`src/rtl/serial_deserializer_pkg.sv`:
```
// Shared frame geometry, FSM state type and symbol layout for the serial deserializer.
// Frames are three 9-bit symbols, each a K-code flag followed by 8 data bits.
package SerDeserializer;

   localparam int FRAME_W  = 27;
   localparam int SYM_W    = 9;
   localparam int NUM_SYM  = 3;
   localparam int BITCNT_W = $clog2(FRAME_W + 1);

   typedef enum logic {IDLE, SHIFT} deser_state_t;

   typedef struct packed {
      logic       k;
      logic [7:0] d;
   } symbol_t;

   // Gathers the K-code flag of every symbol; bit s belongs to symbol s.
   function automatic logic [NUM_SYM-1:0] get_kflags(input logic [FRAME_W-1:0] frame);
      logic [NUM_SYM-1:0] kf;
      symbol_t            sym;
      kf = '0;
      for (int s = 0; s < NUM_SYM; s++) begin
         sym   = frame[s*SYM_W +: SYM_W];
         kf[s] = sym.k;
      end
      return kf;
   endfunction

endpackage

```
`src/rtl/serial_deserializer_frame_fifo.sv`:
```
// frame_fifo: small synchronous FIFO with a registered head word and occupancy count.
// A push while full is accepted only when a pop happens in the same cycle.
module frame_fifo #(
   parameter int WIDTH = 27,
   parameter int DEPTH = 4
) (
   input  logic                     clk_i,
   input  logic                     rst_i,
   input  logic                     push_i,
   input  logic [WIDTH-1:0]         wdata_i,
   input  logic                     pop_i,
   output logic [WIDTH-1:0]         rdata_o,
   output logic                     full_o,
   output logic                     empty_o,
   output logic [$clog2(DEPTH):0]   level_o
);
   localparam int              AW       = $clog2(DEPTH);
   localparam logic [AW:0]     FULL_LVL = (AW + 1)'(DEPTH);
   localparam logic [AW:0]     ONE_LVL  = (AW + 1)'(1);

   logic [WIDTH-1:0] r_mem [DEPTH];
   logic [AW-1:0]    r_wr_ptr;
   logic [AW-1:0]    r_rd_ptr;
   logic [AW:0]      r_level;
   logic [WIDTH-1:0] r_head;

   logic             w_pop;
   logic             w_wr;
   logic [AW-1:0]    w_rd_next;
   logic             w_load_mem;
   logic             w_bypass;

   assign empty_o   = (r_level == '0);
   assign full_o    = (r_level == FULL_LVL);
   assign level_o   = r_level;
   assign rdata_o   = r_head;

   assign w_pop     = pop_i && !empty_o;
   assign w_wr      = push_i && (!full_o || w_pop);
   assign w_rd_next = w_pop ? r_rd_ptr + AW'(1) : r_rd_ptr;
   // The head only moves when it is consumed or when a write lands in the head slot.
   assign w_load_mem = w_pop && (r_level > ONE_LVL);
   assign w_bypass   = w_wr && ((r_level == '0) || ((r_level == ONE_LVL) && w_pop));

   always_ff @(posedge clk_i) begin
      if (w_wr) begin
         r_mem[r_wr_ptr] <= wdata_i;
      end
   end

   always_ff @(posedge clk_i or negedge rst_i) begin
      if (!rst_i) begin
         r_wr_ptr <= '0;
         r_rd_ptr <= '0;
         r_level  <= '0;
         r_head   <= '0;
      end else begin
         if (w_wr) begin
            r_wr_ptr <= r_wr_ptr + AW'(1);
         end
         r_rd_ptr <= w_rd_next;
         if (w_wr && !w_pop) begin
            r_level <= r_level + ONE_LVL;
         end else if (!w_wr && w_pop) begin
            r_level <= r_level - ONE_LVL;
         end
         if (w_bypass) begin
            r_head <= wdata_i;
         end else if (w_load_mem) begin
            r_head <= r_mem[w_rd_next];
         end
      end
   end

endmodule

```
`src/rtl/serial_deserializer.sv`:
```
// serial_deserializer: rebuilds 27-bit frames from an MSB-first serial stream into a valid/ready FIFO.
// Define DESER_STATS_EN to add saturating frame and runt counters.
module serial_deserializer
   import SerDeserializer::*;
#(
   parameter int DEPTH = 4,
   parameter int CNT_W = 16
) (
   input  logic                     clk_i,
   input  logic                     rst_i,
   input  logic                     data_i,
   input  logic                     ena_i,
   input  logic                     clr_i,
   output logic [FRAME_W-1:0]       frame_o,
   output logic [NUM_SYM-1:0]       kflags_o,
   output logic                     valid_o,
   input  logic                     ready_i,
   output logic                     runt_o,
   output logic                     ovf_o,
   output logic [$clog2(DEPTH):0]   level_o
`ifdef DESER_STATS_EN
   ,
   output logic [CNT_W-1:0]         frame_cnt_o,
   output logic [CNT_W-1:0]         runt_cnt_o
`endif
);
   localparam logic [BITCNT_W-1:0] LAST_BIT = BITCNT_W'(FRAME_W - 1);

   deser_state_t         r_state;
   deser_state_t         w_state_next;
   logic [BITCNT_W-1:0]  r_cnt;
   logic [BITCNT_W-1:0]  w_cnt_next;
   logic [FRAME_W-1:0]   r_shift;
   logic [FRAME_W-1:0]   w_shift_next;
   logic                 w_push_next;
   logic                 w_runt_next;
   logic                 r_push_q;
   logic [FRAME_W-1:0]   r_push_data;
   logic                 r_runt;
   logic                 r_ovf;

   logic                 w_empty;
   logic                 w_full;
   logic                 w_pop;
   logic                 w_drop;

   always_comb begin
      w_state_next = r_state;
      w_cnt_next   = r_cnt;
      w_shift_next = r_shift;
      w_push_next  = 1'b0;
      w_runt_next  = 1'b0;
      case (r_state)
         IDLE: begin
            if (ena_i) begin
               w_shift_next = {{(FRAME_W-1){1'b0}}, data_i};
               w_cnt_next   = BITCNT_W'(1);
               w_state_next = SHIFT;
            end
         end
         SHIFT: begin
            if (ena_i) begin
               w_shift_next = {r_shift[FRAME_W-2:0], data_i};
               if (r_cnt == LAST_BIT) begin
                  w_push_next = 1'b1;
                  w_cnt_next  = '0;
               end else begin
                  w_cnt_next  = r_cnt + BITCNT_W'(1);
               end
            end else begin
               w_runt_next  = (r_cnt != '0);
               w_shift_next = '0;
               w_cnt_next   = '0;
               w_state_next = IDLE;
            end
         end
         default: begin
            w_state_next = IDLE;
            w_cnt_next   = '0;
            w_shift_next = '0;
         end
      endcase
   end

   // The completed frame is captured separately so a back-to-back frame can start shifting at once.
   always_ff @(posedge clk_i or negedge rst_i) begin
      if (!rst_i) begin
         r_state     <= IDLE;
         r_cnt       <= '0;
         r_shift     <= '0;
         r_push_q    <= 1'b0;
         r_push_data <= '0;
         r_runt      <= 1'b0;
      end else begin
         r_state  <= w_state_next;
         r_cnt    <= w_cnt_next;
         r_shift  <= w_shift_next;
         r_push_q <= w_push_next;
         r_runt   <= w_runt_next;
         if (w_push_next) begin
            r_push_data <= w_shift_next;
         end
      end
   end

   frame_fifo #(
      .WIDTH (FRAME_W),
      .DEPTH (DEPTH)
   ) u_fifo (
      .clk_i   (clk_i),
      .rst_i   (rst_i),
      .push_i  (r_push_q),
      .wdata_i (r_push_data),
      .pop_i   (w_pop),
      .rdata_o (frame_o),
      .full_o  (w_full),
      .empty_o (w_empty),
      .level_o (level_o)
   );

   assign valid_o  = !w_empty;
   assign w_pop    = valid_o && ready_i;
   assign w_drop   = r_push_q && w_full && !w_pop;
   assign kflags_o = get_kflags(frame_o);
   assign runt_o   = r_runt;
   assign ovf_o    = r_ovf;

   always_ff @(posedge clk_i or negedge rst_i) begin
      if (!rst_i) begin
         r_ovf <= 1'b0;
      end else if (w_drop) begin
         r_ovf <= 1'b1;
      end else if (clr_i) begin
         r_ovf <= 1'b0;
      end
   end

`ifdef DESER_STATS_EN
   logic [CNT_W-1:0] r_frame_cnt;
   logic [CNT_W-1:0] r_runt_cnt;

   // Every push attempt counts, including frames dropped on overflow.
   always_ff @(posedge clk_i or negedge rst_i) begin
      if (!rst_i) begin
         r_frame_cnt <= '0;
         r_runt_cnt  <= '0;
      end else if (clr_i) begin
         r_frame_cnt <= '0;
         r_runt_cnt  <= '0;
      end else begin
         if (r_push_q && (r_frame_cnt != '1)) begin
            r_frame_cnt <= r_frame_cnt + CNT_W'(1);
         end
         if (w_runt_next && (r_runt_cnt != '1)) begin
            r_runt_cnt <= r_runt_cnt + CNT_W'(1);
         end
      end
   end

   assign frame_cnt_o = r_frame_cnt;
   assign runt_cnt_o  = r_runt_cnt;
`endif

endmodule

```
`config.mk`:
```
export PLATFORM = sky130hd
export DESIGN_NAME = serial_deserializer
export DESIGN_NICKNAME = d
export VERILOG_FILES = /design/src/rtl/serial_deserializer_pkg.sv /design/src/rtl/serial_deserializer_frame_fifo.sv /design/src/rtl/serial_deserializer.sv
export SDC_FILE = /design/constraint.sdc
export NUM_CORES = 1
export LEC_CHECK = 0
export CAP_MARGIN = 20
export CORE_MARGIN = 2
export CORE_UTILIZATION = 60
export DETAILED_ROUTE_END_ITERATION = 7
export PLACE_DENSITY = 0.79
export SYNTH_ARGS = -nofsm -noshare
export SYNTH_HDL_FRONTEND = slang
export SYNTH_SLANG_ARGS = --single-unit
```
`constraint.sdc`:
```
create_clock -name clk_i -period 2.25 [get_ports clk_i]
set_input_delay 0.45 -clock clk_i [delete_from_list [all_inputs] [get_ports clk_i]]
set_output_delay 0.45 -clock clk_i [all_outputs]
set_load 0.03 [all_outputs]
```
==> impl_metrics.toml, run 1 <==
[run_status]
status = "finished clean"

[yosys]
yosys-top-cells-count = "108 x edfxtp_1, 97 x dfrtp_1, 55 x mux2i_1, 54 x o211ai_1, 39 x mux2_4"
synth_most_common_cell = "edfxtp_1"
yosys_warnings = 0
synth_edf_count = 108
synth_top_area_frac = 0.348
synth_area_leaders = "edfxtp_1 35%, dfrtp_1 26%, mux2_4 6.3%"
ys_seq_area_frac = 0.608
synth_top_cell_by_area = "edfxtp_1"
ys_types = 40
avgSynthCellArea_sq_um = 14.2
ys_ff_latch = 205
synthCells = 657
syn_nets = 675
synth_area_sq_mm = 0.00933
async_flop_share = 0.473
dominantRegCellSynth = "edfxtp_1"

[power]
intPower_mw = 8.32
vdd_drop_max_mv = 0.860
combPwrFrac = 0.336
p_per_area_mw_per_mm2 = 1160
clockPowerShare = 0.298
p_seq_frac = 0.366
p_leak_nw = 4.33
p_switching_mw = 4.21
p_sw_frac = 0.336

[min_path]
hp-class = "input pin to flip-flop"

[placed_design]
port_buffers = 41
gp_congestion = 0.763
placed_cell_area_sq_mm = 0.00998
place_ws_ns = 0.0697
place_hpwl_mm = 11.3

[routing]
drt-wirelength-per-cell_um = 21.5
routed_wl_mm = 19.3
drtPass1Iterations = 5
postRouteAntennaNets = 0
num_vias = 5741
drt_iter0_drc = 454
vias_per_cell = 6.38
route.detailed.drc = 0

[floorplan]
die-area_sq_mm = 0.0166
core_area_sq_mm = 0.0152
die_w_um = 129
die_y_um = 129
start_util = 0.613
io_pins = 42
rows = 45

[layout]
final_core_util = 0.710
fillCellCount = 1002
fin_nets = 714
drive_above_1_share = 0.166
regArea_sq_mm = 0.00568
multi_input_area_sq_mm = 0.00319
stdcell_area_sq_mm = 0.0108
area_growth_pct = 15.8
insertedDiodeCount = 0

[timing]
drv_slew = 0
finalCriticalPeriod_ns = 2.19
worst_pin_slew_ns = 0.591
fin_ws_ns = 0.0583
max_freq_ghz = 0.456
hold-worst-slack_ns = 0.421
hold_viol_final = 0
clock_skew_ns = 0.0118
fin_crit_sh = 0.974
setup_viol = 0
max_slew_margin = 0.606

[clocking]
clkSinkCount = 205
cts_buffer_depth = 3
cts_buffers = 22
htree_levels = 1
tritoncts = "done"
clkLatencyLatePin_ns = 0.50
root_buffer = "clkbuf_16"
clk_pin_slew_worst_paths_ns = 0.07

[grt]
overflow = 0
antenna_found_initial = 0
grt_pass1_vias = 6081
grt_start_max_net_pins = 55
grt_first_pass_wirelength_mm = 31.7
track_usage = 0.245

[run]
maxCapViolations = 0

[critical_path]
crit_path_start_kind = "flip-flop"
cp_max_fo = 30
crit_path_end_kind = "output port"
critical_path_class = "flip-flop to output port"
critPathArrivalTime_ns = 1.74
crit_required_ns = 1.80
[final cells by class]
class                      count  area share
clock inverter                11      0.0110
tap                          188      0.0218
sequential                   205       0.526
inverter                      38      0.0132
timing repair buffer          70      0.0725
multi-input combinational    359       0.295
clock buffer                  29      0.0603
[state kept, by name, indices dropped and copies added, names as in the netlist]
register / cells
runt_o: 1
u_fifo.r_rd_ptr: 2
u_fifo.r_wr_ptr: 2
r_push_q: 1
u_fifo.rdata_o: 27
r_shift: 27
r_cnt: 5
u_fifo.r_mem: 108
ovf_o: 1
u_fifo.level_o: 3
r_push_data: 27
r_state: 1
[metrics by stage]
stage	total power [mW]	setup TNS, ns	instances
CTS	12.6	0	898
global placement	8.61	0	857
detailed placement	8.78	0	857
global route	13.1	-0.00159	900
finish	12.5	0	900
floorplan	7.53	0	657
[critical path, stage by stage, from the launching register on]
cell and delay [ns]:
dfrtp_2 0.45, inv_1 0.13, ha_4 0.18, nand2b_2 0.10, buf_12 0.18, buf_4 0.18
[metal layers]
metal  share of wire  up-vias  global-route usage
met1            0.42     2965               0.323
met4           0.015        0              0.0742
met5               0        -                   0
li1                -     2588                   -
met3           0.053       32              0.0395
met2            0.51      156               0.424
[worst paths after layout]
kind	start	cells after the start	slack [ns]	endpoint
worst min-delay path	ready_i	3	0.42	ovf_o
worst min register to register	ovf_o	2	0.53	ovf_o
max in group asynchronous	rst_i	3	1.21	u_fifo.r_rd_ptr[1]
min in group asynchronous	rst_i	2	0.44	u_fifo.rdata_o[1]
worst max-delay path	u_fifo.level_o[0]	5	0.06	valid_o
worst max register to register	u_fifo.level_o[0]	7	0.34	u_fifo.level_o[2]
[power by group through the flow]
stage / logic [mW] / registers, mW / clock network, mW
2_1_floorplan: 2.56 / 4.97 / 0
3_3_place_gp: 3.98 / 4.63 / 0
3_5_place_dp: 4.14 / 4.64 / 0
4_1_cts: 4.20 / 4.59 / 3.79
5_1_grt: 4.51 / 4.62 / 3.94
6_report: 4.21 / 4.59 / 3.74
[kinds of logic (layout without fill, tap and decap cells)]
family,count (synthesis),in the layout,share of synthesized area
xor gates and xnor gates,7,7,0.00657
adders and majority gates,12,12,0.0161
and+or+nand+nor,81,81,0.0533
muxes,109,109,0.140
buffers and inverters,93,148,0.0519
AOI/OAI and AO/OA,150,150,0.124
DFF,205,205,0.608
[placed cells by master, fill, tap and decap left out, types with 17 or more instances in the layout]
cell type,instances
clkbuf_16,25
dfrtp_1,94
clkdlybuf4s50_1,38
buf_4,17
mux2i_1,55
a22o_1,29
inv_1,36
and4_1,27
edfxtp_1,108
nor2_1,31
a211oi_1,27
mux2_4,39
a22oi_1,27
o211ai_1,54
[what timing repair did]
action,in CTS,in global routing
cloned,0,0
hold buffers,1,0
hold endpoints to repair,27,0
setup buffers,0,2
setup endpoints to repair,1,18
pin swaps,0,1
resized for setup,4,2
Power figures use the tool's default switching activity.
==> run 2: changes to the inputs <==
--- a/config.mk
+++ b/config.mk
@@ -5,10 +5,11 @@
 export SDC_FILE = /design/constraint.sdc
 export NUM_CORES = 1
 export LEC_CHECK = 0
-export CAP_MARGIN = 20
+export CAP_MARGIN = 15
 export CORE_MARGIN = 2
 export CORE_UTILIZATION = 60
 export DETAILED_ROUTE_END_ITERATION = 7
+export GPL_TIMING_DRIVEN = 0
 export PLACE_DENSITY = 0.79
 export SYNTH_ARGS = -nofsm -noshare
 export SYNTH_HDL_FRONTEND = slang
==> constraint.sdc (replaced) <==
create_clock -name clk_i -period 2.06 [get_ports clk_i]
set_input_delay 0.412 -clock clk_i [delete_from_list [all_inputs] [get_ports clk_i]]
set_output_delay 0.412 -clock clk_i [all_outputs]
set_load 0.03 [all_outputs]
==> run 2 against run 1 <==
- utilization increased by 0.78 points
- register-to-register slack got worse by 0.28 ns
- clock power increased by 13%
- wire length increased by 9.7%
- die area unchanged
- global-route usage increased by 1.6 points
- final cell count increased by 3.8%
- power increased by 14%
- non-clock buffer count increased by 36
- worst hold slack improved by 0.021 ns
- sequential cell count unchanged
- critical path depth increased by 2
==> impl_metrics.toml, run 2 (same netlist as run 1, synthesis figures left out) <==
[layout]
final_common_cell = "edfxtp_1"
fin_nets = 749
insertedDiodeCount = 0
area_growth_pct = 17.0
drive_above_1_share = 0.181
finalNonFillerCells = 934
final_core_util = 0.718
largest_reg_flops = 108
final_cell_mix = "108 x edfxtp_1, 95 x dfrtp_1, 55 x mux2i_1"
regMostFlops = "u_fifo.r_mem"

[power]
vdd_drop_max_mv = 0.790
p_leak_nw = 4.42
p_per_area_mw_per_mm2 = 1300

[floorplan]
die_w_um = 129
die_y_um = 129
die-area_sq_mm = 0.0166
core_area_sq_mm = 0.0152
rows = 45
start_util = 0.613
io_pins = 42

[grt]
grt_start_max_net_pins = 60
grt_use_met1 = 0.347
busiest_layer = "met2"
grt_pass1_vias = 6175
grt_first_pass_wirelength_mm = 33.2
overflow = 0
antenna_found_initial = 0
grt.met3_usage = 0.0333
track_usage = 0.261
met2_usage = 0.438

[placed_design]
port_buffers = 41
place_hpwl_mm = 13.7
gp_congestion = 0.861
place_ws_ns = -0.624
dp.cells = 887

[timing]
fin_crit_sh = 0.972
setup_viol = 0
worst_pin_slew_ns = 0.651
fin_ws_ns = 0.0584
hold_viol_final = 0
finalCriticalPeriod_ns = 2.00
clock_skew_ns = 0.0180
max_slew_margin = 0.566
drv_slew = 0
max_freq_ghz = 0.500

[routing]
drtPass1Iterations = 6
vias_per_cell = 6.40
route.detailed.drc = 0
num_vias = 5977
routed_wl_mm = 21.2
drt-wirelength-per-cell_um = 22.7
drt_iter0_drc = 481
postRouteAntennaNets = 0

[critical_path]
rrSetupSlack_ns = 0.06
path_buf_inv = 3
r2r_cells = 7
critPathArrivalTime_ns = 2.42
critical_path_class = "flip-flop to flip-flop"
cp_max_fo = 10
critical_path.slowest_cell = "clkbuf_1"
crit_family = "buffers and inverters"
worstReg2RegStart = "u_fifo.level_o[0]"
crit_chain = "inv_2 > ha_4 > o31ai_4 > buf_12 > clkbuf_1 > a22oi_1 > o211ai_1"
crit_path_start_kind = "flip-flop"
crit_required_ns = 2.48
max_stage_delay_ns = 0.48
r2r_end = "u_fifo.rdata_o[11]"
crit_path_end_kind = "flip-flop"

[clocking]
root_buffer = "clkbuf_16"
clkSinkCount = 205
cts_buffers = 21
tritoncts = "done"
cts_buffer_depth = 3
htree_levels = 1
clkLatencyLatePin_ns = 0.50
clk_pin_slew_worst_paths_ns = 0.06

[run]
maxCapViolations = 0

[run_status]
status = "finished clean"

[min_path]
hp-class = "input pin to asynchronous set/reset pin"
## run 2: power by group
| group | switching [mW] | internal, mW |
|---|---|---|
| logic | 3.05 | 2.13 |
| clock network | 1.56 | 2.67 |
| registers | 0.232 | 4.61 |
| total | 4.83 | 9.41 |
## run 2: worst max-delay path by stage
stage	from	to	slack, ns	cells after the start
4_1_cts	ready_i	u_fifo.level_o[2]	0.007	8
3_5_place_dp	ready_i	u_fifo.r_mem[3][18]	-0.62	4
5_1_grt	u_fifo.level_o[0]	u_fifo.level_o[2]	-0.03	9
6_report	u_fifo.level_o[0]	u_fifo.rdata_o[11]	0.06	7
2_1_floorplan	u_fifo.level_o[0]	u_fifo.level_o[2]	-0.02	9
3_3_place_gp	rst_i	u_fifo.level_o[0]	-3.38	1
## run 2: timing repair
item / 4_1_cts / 5_1_grt
pin swaps: 3 / 1
cloned: 0 / 0
buffers inserted: 8 / 2
gates resized for setup: 26 / 12
hold buffers: 1 / 0
hold endpoints to repair: 38 / 0
setup endpoints to repair: 143 / 61
## run 2: worst reg2reg max path, delay by kind of cell, from the launching register on
family	cells	cell delay [ns]
flip-flops	1	0.40
adder cells (fa/ha/maj)	1	0.18
buffers and inverters	3	0.71
AO/OA/AOI/OAI	3	0.63
## run 2: area by class of cell
cell class              count  area (sq um)
flip-flops and latches    205          5670
fillers                   985          4290
multi-input cells         359          3220
clock buffers              26           554
repair buffers             53           532
plain buffers              53           340
well taps                 188           235
clock inverters            12           218
inverters                  38           145
## run 2: through the flow
stage	cell area (sq um)	hold WS, ns	total power, mW	TNS (ns)
floorplan	9340	0.116	8.23	-0.0222
global placement	9980	0.485	9.63	-372.75
detailed placement	10000	0.433	9.79	-84.31
CTS	10900	0.451	14.2	0
global route	10900	0.486	14.8	-0.0307
finish	10900	0.443	14.2	0
## run 2: per-layer routing
metal / routed length [um] / share of wire
met1: 8780 / 0.41
met2: 10600 / 0.50
met3: 1130 / 0.053
met4: 705 / 0.033
met5: 0 / 0
